[src/rtl/alu_mult_sequencer.sv]
// alu_mult_sequencer
//   Multi-cycle 32x32 -> 64-bit multiplier controller. It sequences the
//   shared, combinational, external 32-bit ALU through WIDTH shift-and-add
//   steps and leaves the product in prod_hi/prod_lo (HI/LO).
//
//   Optional feature macro: MULT_SIGNED_EN
//     defined   : signed_op=1 multiplies magnitudes and negates the product
//                 in an extra FIX cycle when the operand signs differ.
//     undefined : signed_op is ignored; every operation is unsigned.
//
// Ports
//   clk, rst_n          clock (rising edge), asynchronous active-low reset
//   start               request, accepted only in IDLE or DONE
//   op_a, op_b          multiplicand / multiplier, sampled at acceptance
//   signed_op           two's-complement request (MULT_SIGNED_EN only)
//   busy                high while iterating (RUN, FIX)
//   done                one-cycle pulse when the product is valid
//   prod_hi, prod_lo    product bits [2W-1:W] and [W-1:0]
//   alu_funct/shamt/a/b ALU inputs driven by this block
//   alu_result, alu_carry  ALU Result and carryOut consumed by this block
module alu_mult_sequencer #(
    parameter int WIDTH = 32,
    parameter int CNT_W = 5
) (
    input  logic             clk,
    input  logic             rst_n,
    input  logic             start,
    input  logic [WIDTH-1:0] op_a,
    input  logic [WIDTH-1:0] op_b,
    input  logic             signed_op,
    output logic             busy,
    output logic             done,
    output logic [WIDTH-1:0] prod_hi,
    output logic [WIDTH-1:0] prod_lo,
    output logic [5:0]       alu_funct,
    output logic [4:0]       alu_shamt,
    output logic [WIDTH-1:0] alu_a,
    output logic [WIDTH-1:0] alu_b,
    input  logic [WIDTH-1:0] alu_result,
    input  logic             alu_carry
);

    localparam logic [5:0] FUNCT_ADD = 6'b100000;

    typedef enum logic [1:0] {
        IDLE = 2'd0,
        RUN  = 2'd1,
        FIX  = 2'd2,
        DONE = 2'd3
    } state_t;

    state_t             state, state_nx;
    logic [WIDTH-1:0]   mcand;
    logic [CNT_W-1:0]   count;
    logic               neg_flag;
    logic               accept;
    logic               last_step;
    logic [WIDTH-1:0]   load_a, load_b;
    logic               load_neg;
    logic [2*WIDTH-1:0] prod_neg;

    assign accept    = start && ((state == IDLE) || (state == DONE));
    assign last_step = (count == CNT_W'(WIDTH - 1));
    assign prod_neg  = ~{prod_hi, prod_lo} + (2*WIDTH)'(1);

`ifdef MULT_SIGNED_EN
    // Magnitudes are taken as unsigned, so the most negative value maps to itself.
    logic sa, sb;
    assign sa       = signed_op && op_a[WIDTH-1];
    assign sb       = signed_op && op_b[WIDTH-1];
    assign load_a   = sa ? (~op_a + WIDTH'(1)) : op_a;
    assign load_b   = sb ? (~op_b + WIDTH'(1)) : op_b;
    assign load_neg = sa ^ sb;
`else
    logic unused_signed_op;
    assign unused_signed_op = signed_op;
    assign load_a   = op_a;
    assign load_b   = op_b;
    assign load_neg = 1'b0;
`endif

    // State register
    always_ff @(posedge clk or negedge rst_n) begin
        if (!rst_n) begin
            state <= IDLE;
        end else begin
            state <= state_nx;
        end
    end

    // Next state and ALU drive
    always_comb begin
        state_nx  = state;
        alu_funct = FUNCT_ADD;
        alu_shamt = '0;
        alu_a     = '0;
        alu_b     = '0;
        case (state)
            IDLE: begin
                if (start) state_nx = RUN;
            end
            RUN: begin
                alu_a = prod_hi;
                alu_b = prod_lo[0] ? mcand : '0;
                if (last_step) state_nx = neg_flag ? FIX : DONE;
            end
            FIX: begin
                state_nx = DONE;
            end
            DONE: begin
                state_nx = start ? RUN : IDLE;
            end
            default: state_nx = IDLE;
        endcase
    end

    assign busy = (state == RUN) || (state == FIX);
    assign done = (state == DONE);

    // Datapath
    always_ff @(posedge clk or negedge rst_n) begin
        if (!rst_n) begin
            mcand    <= '0;
            prod_hi  <= '0;
            prod_lo  <= '0;
            count    <= '0;
            neg_flag <= 1'b0;
        end else if (accept) begin
            mcand    <= load_a;
            prod_hi  <= '0;
            prod_lo  <= load_b;
            count    <= '0;
            neg_flag <= load_neg;
        end else if (state == RUN) begin
            // Carry-out becomes the new MSB; the consumed multiplier bit drops off LO.
            {prod_hi, prod_lo} <= {alu_carry, alu_result, prod_lo[WIDTH-1:1]};
            count              <= count + CNT_W'(1);
        end else if (state == FIX) begin
            {prod_hi, prod_lo} <= prod_neg;
        end
    end

endmodule
[config.mk]
export PLATFORM = sky130hd
export DESIGN_NAME = alu_mult_sequencer
export DESIGN_NICKNAME = d
export VERILOG_FILES = /design/src/rtl/alu_mult_sequencer.sv
export SDC_FILE = /design/constraint.sdc
export NUM_CORES = 1
export LEC_CHECK = 0
export CAP_MARGIN = 40
export CORE_MARGIN = 2
export CORE_UTILIZATION = 30
export CTS_BUF_LIST = sky130_fd_sc_hd__clkbuf_8 sky130_fd_sc_hd__clkbuf_16
export CTS_CLUSTER_SIZE = 14
export DETAILED_ROUTE_END_ITERATION = 12
export SYNTH_ARGS = -nofsm -noshare
export SYNTH_HDL_FRONTEND = slang
export SYNTH_SLANG_ARGS = --single-unit
export TNS_END_PERCENT = 30
[constraint.sdc]
create_clock -name clk -period 3.42 [get_ports clk]
set_clock_uncertainty 0.2 [all_clocks]
set_input_delay 0.342 -clock clk [delete_from_list [all_inputs] [get_ports clk]]
set_output_delay 0.342 -clock clk [all_outputs]
set_load 0.1 [all_outputs]
==> results of run 1 <==
==> metal layers <==
layer / wire, microns / share of wire (%) / vias to the layer above / global-route usage, %
met3: 1540 / 6.7 / 28 / 4.70
met1: 10100 / 44 / 3107 / 27.1
met2: 11100 / 48 / 229 / 32.2
met4: 417 / 1.8 / 2 / 5.84
met5: 13 / 0.056 / - / 0
li1: - / - / 3195 / -
==> placed cells by master (no fill, tap or decap), types with 8 or more instances in the layout <==
cell	count
a21oi_1	38
a22oi_1	8
and2_1	28
and3_1	35
buf_4	121
buf_8	27
clkbuf_16	9
clkdlybuf4s50_1	126
conb_1	11
dfrtp_1	103
inv_1	13
nand2_1	135
nand3_1	14
nor2_1	51
nor3_1	15
nor4_1	13
o21ai_0	59
o22ai_1	12
o31ai_1	10
or3_1	15
or4_1	10
xnor2_1	11
xor2_1	32
==> cell families after synthesis <==
| kind of cell | count (synthesis) | share of synthesized area, % |
|---|---|---|
| AO/OA/AOI/OAI | 180 | 17.7 |
| adder cells (fa/ha/maj) | 8 | 1.55 |
| AND/OR/NAND/NOR | 348 | 27.4 |
| XOR/XNOR | 43 | 5.83 |
| flip-flops | 103 | 39.9 |
| other | 2 | 0.116 |
| buffers and inverters | 80 | 6.18 |
| multiplexers | 8 | 1.28 |
==> tightest hold or removal path: stages, from the launching register on <==
cell     delay [ps]
dfrtp_1         340
nand2_1          50
nand2_1          50
==> cell usage after synthesis (10+ instances only) <==
cell type	count
a21oi_1	38
and2_1	28
and3_1	35
buf_4	11
clkbuf_1	49
dfrtp_1	103
inv_1	12
nand2_1	135
nand3_1	14
nor2_1	51
nor3_1	15
nor4_1	13
o21ai_0	59
o22ai_1	12
o31ai_1	10
or3_1	15
or4_1	10
xnor2_1	11
xor2_1	32
==> through the flow <==
stage	setup WS, ps	util [%]
after floorplan	151	-
after global placement	379	41.8
after detailed placement	359	43.9
after CTS	350	45.3
after global routing	110	45.3
final	340	45.3
==> sequential cells by signal (all words and copies together), names as in the netlist <==
name and count:
mcand 32, prod_lo 32, prod_hi 32, state 2
count 5
==> cell type report <==
class / instances / area (sq um) / share of cell area (%)
clock buffers: 10 / 239 / 2.50
repair buffers: 283 / 2750 / 28.8
well taps: 275 / 344 / 3.60
flip-flops and latches: 103 / 2580 / 27.0
clock inverters: 6 / 61.3 / 0.641
inverters: 12 / 45.0 / 0.471
multi-input cells: 598 / 3540 / 37.1
==> path summary, 6_finish.rpt <==
check / from / slack (ps) / end
hold reg to reg: mcand[7] / 270 / mcand[7]
setup reg to reg: prod_lo[18] / 340 / prod_hi[10]
hold / removal: mcand[7] / 270 / mcand[7]
max in group asynchronous: rst_n / 1910 / prod_lo[14]
min in group asynchronous: rst_n / 350 / prod_hi[20]
setup / recovery: prod_lo[18] / 340 / prod_hi[10]
==> repair_timing <==
item                                   4_1_cts  5_1_grt
hold buffers                                 1        0
gates resized for setup                      0        0
endpoints found under the hold margin       42        0
==> out/metrics.yaml, run 1 <==
run_status:
  outcome: "finished clean"
timing:
  fin_crit_ps: 3080
  finalHoldViolCount: 0
  fin_tns_setup_ps: 0
  maxSlewViolCount: 0
  period_share_pct: 90.1
  setup-violations-final: 0
  relSlewSlack_pct: 51.8
  fmax_mhz: 325
  worst_pin_slew_ps: 720
  rsz0062_at_grt: "no"
  holdWs_ps: 270
grt:
  grt_pass1_vias: 6138
  antenna_found_initial: 1
  grt_max_degree: 81
  overflow: 0
  grt_pass1_wl_microns: 35300
  grt_use_total_pct: 20.1
worst_setup_path:
  cp_max_fo: 11
  cp.depth: 7
  end_kind: "flop"
  crit_family: "simple AND/OR/NAND/NOR gates"
  arrival_ps: 3120
  path_class: "reg2reg"
  rr_worst_depth: 7
  slowest_delay_ps: 610
  slowest_stage: "or4_1"
  worstPathRequired_ps: 3460
  cp-start-kind: "flop"
  crit_buf_inv: 1
  path_cells: "or4_1 > and4bb_1 > buf_4 > nand3_1 > o311a_1 > a211oi_1 > o31ai_1"
logic_synthesis:
  ys.flop_type: "dfrtp_1"
  synth_edf_count: 0
  yosys.area.top_type: "dfrtp_1"
  synthTopCellsByArea: "dfrtp_1, nand2_1, o21ai_0"
  synth_seq_area_share_pct: 39.9
  syn_inst: 772
  syn_area_per_cell_sq_um: 8.37
  ys_warn_count: 0
  syn_area_sq_um: 6460
  synth_top_area_share_pct: 39.9
  synth-seq-cells: 103
  ys_async_sr_fraction_pct: 100
  synth.distinct_cells: 67
placed_design:
  gp_congestion: 0.812
  placed_cell_area_sq_um: 9250
  dpl.cell_count: 1270
  hpwl_microns: 16300
  io_buffers: 229
drt:
  firstDrtPassIters: 7
  first_iter_violations: 402
  vias_per_cell: 5.10
  avgRoutedWirePerCell_microns: 18.0
  route.detailed.drc: 0
  num_vias: 6561
  wl_microns: 23200
  antenna_left: 0
floorplan:
  die_y_microns: 151
  core_area_sq_um: 21100
  boundaryPins: 242
  initial_core_util_pct: 30.6
  die_width_microns: 151
  fp-row-count: 53
  die-area_sq_um: 22700
cells_and_area:
  final_nets: 1116
  finalNonFillerCells: 1287
  area_growth_pct: 48.1
  nFillCells: 2098
  stdcell_area_sq_um: 9560
  drive_gt1_share_pct: 19.3
  num_antenna_cells: 0
job:
  drv_cap: 0
worst_hold_path:
  hold_path_depth: 2
  hold_path.class: "reg2reg"
clocking:
  root_buffer: "clkbuf_16"
  clk_latency_ps: 360
  clk_pin_slew_worst_paths_ps: 80
  clk_path_buf_depth: 2
  cts_sinks: 103
  cts_made_buffers: 9
  cts.htree.levels: 3
  postCtsSetupRepairBufs: 0
  cts_tree: "built"
Power of run 1 is left out: the tool's default activity adds up to more than one toggle a clock period on the data nets, which glitch-free logic cannot reach.
==> run 2, diff against run 1 <==
--- a/config.mk
+++ b/config.mk
@@ -8,9 +8,9 @@
 export CAP_MARGIN = 40
 export CORE_MARGIN = 2
 export CORE_UTILIZATION = 30
-export CTS_BUF_LIST = sky130_fd_sc_hd__clkbuf_8 sky130_fd_sc_hd__clkbuf_16
 export CTS_CLUSTER_SIZE = 14
 export DETAILED_ROUTE_END_ITERATION = 12
+export SLEW_MARGIN = 20
 export SYNTH_ARGS = -nofsm -noshare
 export SYNTH_HDL_FRONTEND = slang
 export SYNTH_SLANG_ARGS = --single-unit
==> run 2 against run 1 <==
  * Via count increased by 0.37%
  * Die area unchanged
  * Clock-buffer cell count increased by 1
  * Final cell count did not move
  * Global-route usage stayed put
  * Flip-flop and latch count stayed put
==> out/metrics.yaml, run 2 (synthesis results as in run 1) <==
run_status:
  outcome: "finished clean"  # unchanged
clocking:
  ctsHoldBuffers: 1  # unchanged
  cts.htree.levels: 3  # unchanged
  cts_sinks: 103  # unchanged
  cts_tree: "built"  # unchanged
  clk_latency_ps: 360  # about the same
  root_buffer: "clkbuf_16"  # unchanged
  cts_made_buffers: 9  # unchanged
  postCtsSetupRepairBufs: 0  # unchanged
  post_cts_resized: 0  # unchanged
  clk_path_buf_depth: 2  # unchanged
  clk_pin_slew_worst_paths_ps: 80  # about the same
floorplan:
  boundaryPins: 242  # unchanged
  core_area_sq_um: 21100  # unchanged
  die_width_microns: 151  # unchanged
  die-area_sq_um: 22700  # unchanged
  initial_core_util_pct: 30.6  # unchanged
  fp-row-count: 53  # unchanged
  die_y_microns: 151  # unchanged
cells_and_area:
  final_nets: 1116  # unchanged
  multiInputGateArea_sq_um: 3540  # unchanged
  num_antenna_cells: 0  # unchanged
  layout_common_cells: "nand2_1, clkdlybuf4s50_1, buf_4"  # unchanged
  area_growth_pct: 48.1  # unchanged
  final_common_cell: "nand2_1"  # unchanged
  final_util_pct: 45.3  # unchanged
  drive_gt1_share_pct: 19.3  # unchanged
  reg.largest.list: "mcand (32), prod_hi (32), prod_lo (32)"  # unchanged
  register_area_sq_um: 2580  # unchanged
  nFillCells: 2098  # unchanged
  stdcell_area_sq_um: 9560  # unchanged
drt:
  antenna_left: 0  # unchanged
  num_vias: 6585  # was 6561
  vias_per_cell: 5.12  # was 5.10
  firstDrtPassIters: 5  # was 7
  avgRoutedWirePerCell_microns: 18.0  # about the same
  wl_microns: 23100  # was 23200 microns
  route.detailed.drc: 0  # unchanged
  first_iter_violations: 399  # was 402
timing:
  period_share_pct: 89.7  # was 90.1%
  holdWs_ps: 270  # about the same
  fin_crit_ps: 3070  # was 3080 ps
  worst_pin_slew_ps: 712  # was 720 ps
  setup-violations-final: 0  # unchanged
  maxSlewViolCount: 0  # unchanged
  fmax_mhz: 326  # was 325 MHz
  fin_tns_setup_ps: 0  # unchanged
  finalHoldViolCount: 0  # unchanged
  rsz0062_at_grt: "no"  # unchanged
  relSlewSlack_pct: 52.4  # was 51.8%
job:
  drv_cap: 0  # unchanged
grt:
  antenna_found_initial: 1  # unchanged
  grt_use_total_pct: 20.1  # unchanged
  grt_pass1_vias: 6138  # unchanged
  overflow: 0  # unchanged
  grt_pass1_wl_microns: 35300  # unchanged
  grt_max_degree: 81  # unchanged
placed_design:
  io_buffers: 229  # unchanged
  hpwl_microns: 16300  # unchanged
  gp_congestion: 0.812  # unchanged
  placed_cell_area_sq_um: 9250  # unchanged
worst_setup_path:
  end_kind: "flop"  # unchanged
  arrival_ps: 3100  # was 3120 ps
  worstPathRequired_ps: 3460  # about the same
  cp-start-kind: "flop"  # unchanged
  cp_max_fo: 11  # unchanged
  path_class: "reg2reg"  # unchanged
worst_hold_path:
  hold_path.class: "reg2reg"  # unchanged
==> run 2: cell count changes in the layout (fill, tap and decap cells not counted) <==
cell	change
inv_1	-1
clkbuf_1	+1
==> run 2: layout make-up <==
cell class | instances | share of cell area, %
tap | 275 | 3.60
timing repair buffer | 283 | 28.8
clock buffer | 11 | 2.54
multi-input combinational | 598 | 37.1
inverter | 12 | 0.471
sequential | 103 | 27.0
clock inverter | 5 | 0.602
==> run 2: path summary, 6_finish.rpt <==
| check | from | endpoint | slack, ps | cells past startpoint |
|---|---|---|---|---|
| max | prod_lo[18] | prod_hi[10] | 350 | 7 |
| min | mcand[7] | mcand[7] | 270 | 2 |
| max in group asynchronous | rst_n | prod_lo[14] | 1910 | 3 |
| min reg2reg | mcand[7] | mcand[7] | 270 | 2 |
| max reg2reg | prod_lo[18] | prod_hi[10] | 350 | 7 |
| min in group asynchronous | rst_n | prod_hi[20] | 340 | 2 |
==> run 2: per-stage QoR <==
step	cells	worst slack (ps)
floorplan	781	151
detailed placement	1270	359
CTS	1287	349
finish	1287	352
global placement	1241	379
global route	1287	110
==> run 2: layer usage <==
metal	track usage, %	up-vias	wire, microns
met5	0	-	13
met4	5.84	2	417
met1	27.1	3110	10100
met3	4.70	28	1630
li1	-	3198	-
met2	32.2	247	11000
==> run 2: worst max-delay path: stages, from the launching register on <==
cell	delay, ps
dfrtp_1	450
or4_1	600
and4bb_1	410
buf_4	180
nand3_1	360
o311a_1	440
a211oi_1	220
o31ai_1	90
Power of run 2 is left out for the same reason.
==> run 3, diff against run 2 <==
--- a/config.mk
+++ b/config.mk
@@ -6,10 +6,13 @@
 export NUM_CORES = 1
 export LEC_CHECK = 0
 export CAP_MARGIN = 40
+export CELL_PAD_IN_SITES_DETAIL_PLACEMENT = 1
+export CELL_PAD_IN_SITES_GLOBAL_PLACEMENT = 1
 export CORE_MARGIN = 2
 export CORE_UTILIZATION = 30
 export CTS_CLUSTER_SIZE = 14
 export DETAILED_ROUTE_END_ITERATION = 12
+export PLACE_DENSITY_LB_ADDON = 0.1
 export SLEW_MARGIN = 20
 export SYNTH_ARGS = -nofsm -noshare
 export SYNTH_HDL_FRONTEND = slang
==> run 3 against run 2 <==
  * Design area decreased by 0.89%
  * Fmax fell by 0.44%
  * Worst setup slack worse by 13 ps
  * Critical path depth down 1
  * First-iteration DRC count is 37% lower
  * Die area unchanged
  * Hold slack better by 2.1 ps
==> out/metrics.yaml, run 3 (synthesis results as in run 1) <==
timing:
  setup-violations-final: 0  # unchanged
  rsz0062_at_grt: "no"  # unchanged
  relSlewSlack_pct: 44.9  # was 52.4%
  worst_pin_slew_ps: 823  # was 712 ps
  setup_slack_ps: 338  # was 352 ps
  fmax_mhz: 325  # was 326 MHz
  finalHoldViolCount: 0  # unchanged
  maxSlewViolCount: 0  # unchanged
  fin_crit_ps: 3080  # was 3070 ps
  fin_tns_setup_ps: 0  # unchanged
  period_share_pct: 90.1  # was 89.7%
worst_setup_path:
  path_cells: "or4_1 > and4bb_1 > nand3_2 > or4_1 > a31oi_1 > o21ai_1"  # was or4_1 > and4bb_1 > buf_4 > nand3_1 > o311a_1 > a211oi_1 > o31ai_1
  end_kind: "flop"  # unchanged
  cp-start-kind: "flop"  # unchanged
  cp_max_fo: 10  # was 11
  worstPathRequired_ps: 3450  # was 3460 ps
  arrival_ps: 3110  # was 3100 ps
  crit_top_cell: "or4_1"
  path_class: "reg2reg"  # unchanged
  slowest_stage: "or4_1"  # unchanged
  slowest_delay_ps: 650  # was 600 ps
cells_and_area:
  area_growth_pct: 46.7  # was 48.1%
  nFillCells: 2501  # was 2098
  final_nets: 1113  # was 1116
  drive_gt1_share_pct: 19.5  # was 19.3%
  num_antenna_cells: 0  # unchanged
  layout_common_cells: "nand2_1, buf_4, clkdlybuf4s50_1"  # was nand2_1, clkdlybuf4s50_1, buf_4
  final_common_cell: "nand2_1"  # unchanged
  reg.largest.list: "mcand (32), prod_hi (32), prod_lo (32)"  # unchanged
drt:
  num_vias: 6619  # was 6585
  firstDrtPassIters: 4  # was 5
  wl_microns: 24300  # was 23100 microns
  first_iter_violations: 251  # was 399
  vias_per_cell: 5.15  # was 5.12
  antenna_left: 0  # unchanged
  avgRoutedWirePerCell_microns: 18.9  # was 18.0 microns
  wl_met1_microns: 10600  # was 10100 microns
  routed.top_layer: "met5"  # unchanged
  wl_met3_microns: 1640  # was 1630 microns
  wl_met2_microns: 11600  # was 11000 microns
  route.detailed.drc: 0  # unchanged
clocking:
  clk_latency_ps: 360  # about the same
  cts.htree.levels: 3  # unchanged
  root_buffer: "clkbuf_16"  # unchanged
  cts_tree: "built"  # unchanged
  cts_sinks: 103  # unchanged
  clk_pin_slew_worst_paths_ps: 80  # about the same
  post_cts_resized: 0  # unchanged
  cts_made_buffers: 9  # unchanged
  clk_path_buf_depth: 2  # unchanged
  postCtsSetupRepairBufs: 0  # unchanged
placed_design:
  gp_congestion: 0.781  # was 0.812
  io_buffers: 229  # unchanged
  dpl_worst_slack_ps: 375  # was 359 ps
  hpwl_microns: 17300  # was 16300 microns
floorplan:
  fp-row-count: 53  # unchanged
  die-area_sq_um: 22700  # unchanged
  core_area_sq_um: 21100  # unchanged
  boundaryPins: 242  # unchanged
  die_width_microns: 151  # unchanged
  initial_core_util_pct: 30.6  # unchanged
  die_y_microns: 151  # unchanged
grt:
  grt_use_total_pct: 21.5  # was 20.1%
  grt_max_degree: 66  # was 81
  antenna_found_initial: 2  # was 1
  grt_pass1_vias: 6671  # was 6138
  grt_pass1_wl_microns: 38200  # was 35300 microns
  overflow: 0  # unchanged
run_status:
  outcome: "finished clean"  # unchanged
job:
  drv_cap: 0  # unchanged
worst_hold_path:
  hold_path.class: "reg2reg"  # unchanged
==> run 3: final timing paths <==
| kind | startpoint | end | slack (ps) | depth (start not counted) |
|---|---|---|---|---|
| max reg2reg | prod_lo[20] | prod_hi[19] | 340 | 6 |
| min in group asynchronous | rst_n | count[2] | 350 | 2 |
| max | prod_lo[20] | prod_hi[19] | 340 | 6 |
| min reg2reg | mcand[9] | mcand[9] | 270 | 2 |
| min | mcand[9] | mcand[9] | 270 | 2 |
| max in group asynchronous | rst_n | mcand[6] | 1900 | 3 |
==> run 3: layout make-up <==
class                      count  area, sq um  share of cell area [%]
multi-input combinational    598         3540                    37.4
timing repair buffer         280         2670                    28.1
sequential                   103         2580                    27.2
tap                          275          344                    3.63
clock buffer                   9          225                    2.38
clock inverter                 7         77.6                   0.818
inverter                      12         45.0                   0.475
==> run 3: critical path, delay by kind of cell (launching register included) <==
family / cells / cell delay (ps)
flops: 1 / 440
simple gates: 4 / 2070
compound gates: 2 / 250
==> run 3: what timing repair did <==
| action | CTS | global route |
|---|---|---|
| setup endpoints to repair | 0 | 0 |
| hold buffers | 1 | 0 |
| endpoints found under the hold margin | 48 | 0 |
==> run 3: routing by layer <==
| layer | up-vias | global-route usage (%) |
|---|---|---|
| met2 | 194 | 35.5 |
| met5 | - | 0 |
| li1 | 3188 | - |
| met1 | 3213 | 28.4 |
| met4 | 2 | 4.81 |
| met3 | 22 | 5.61 |
==> run 3: through the flow <==
step	cell area, sq um	utilization (%)	instances	hold slack, ps
3_3_place_gp	8800	41.8	1243	225
6_report	9480	44.9	1284	272
3_5_place_dp	9170	43.5	1267	222
2_1_floorplan	6490	-	781	-154
5_1_grt	9480	44.9	1284	301
4_1_cts	9480	44.9	1284	276
Power of run 3 is left out for the same reason.
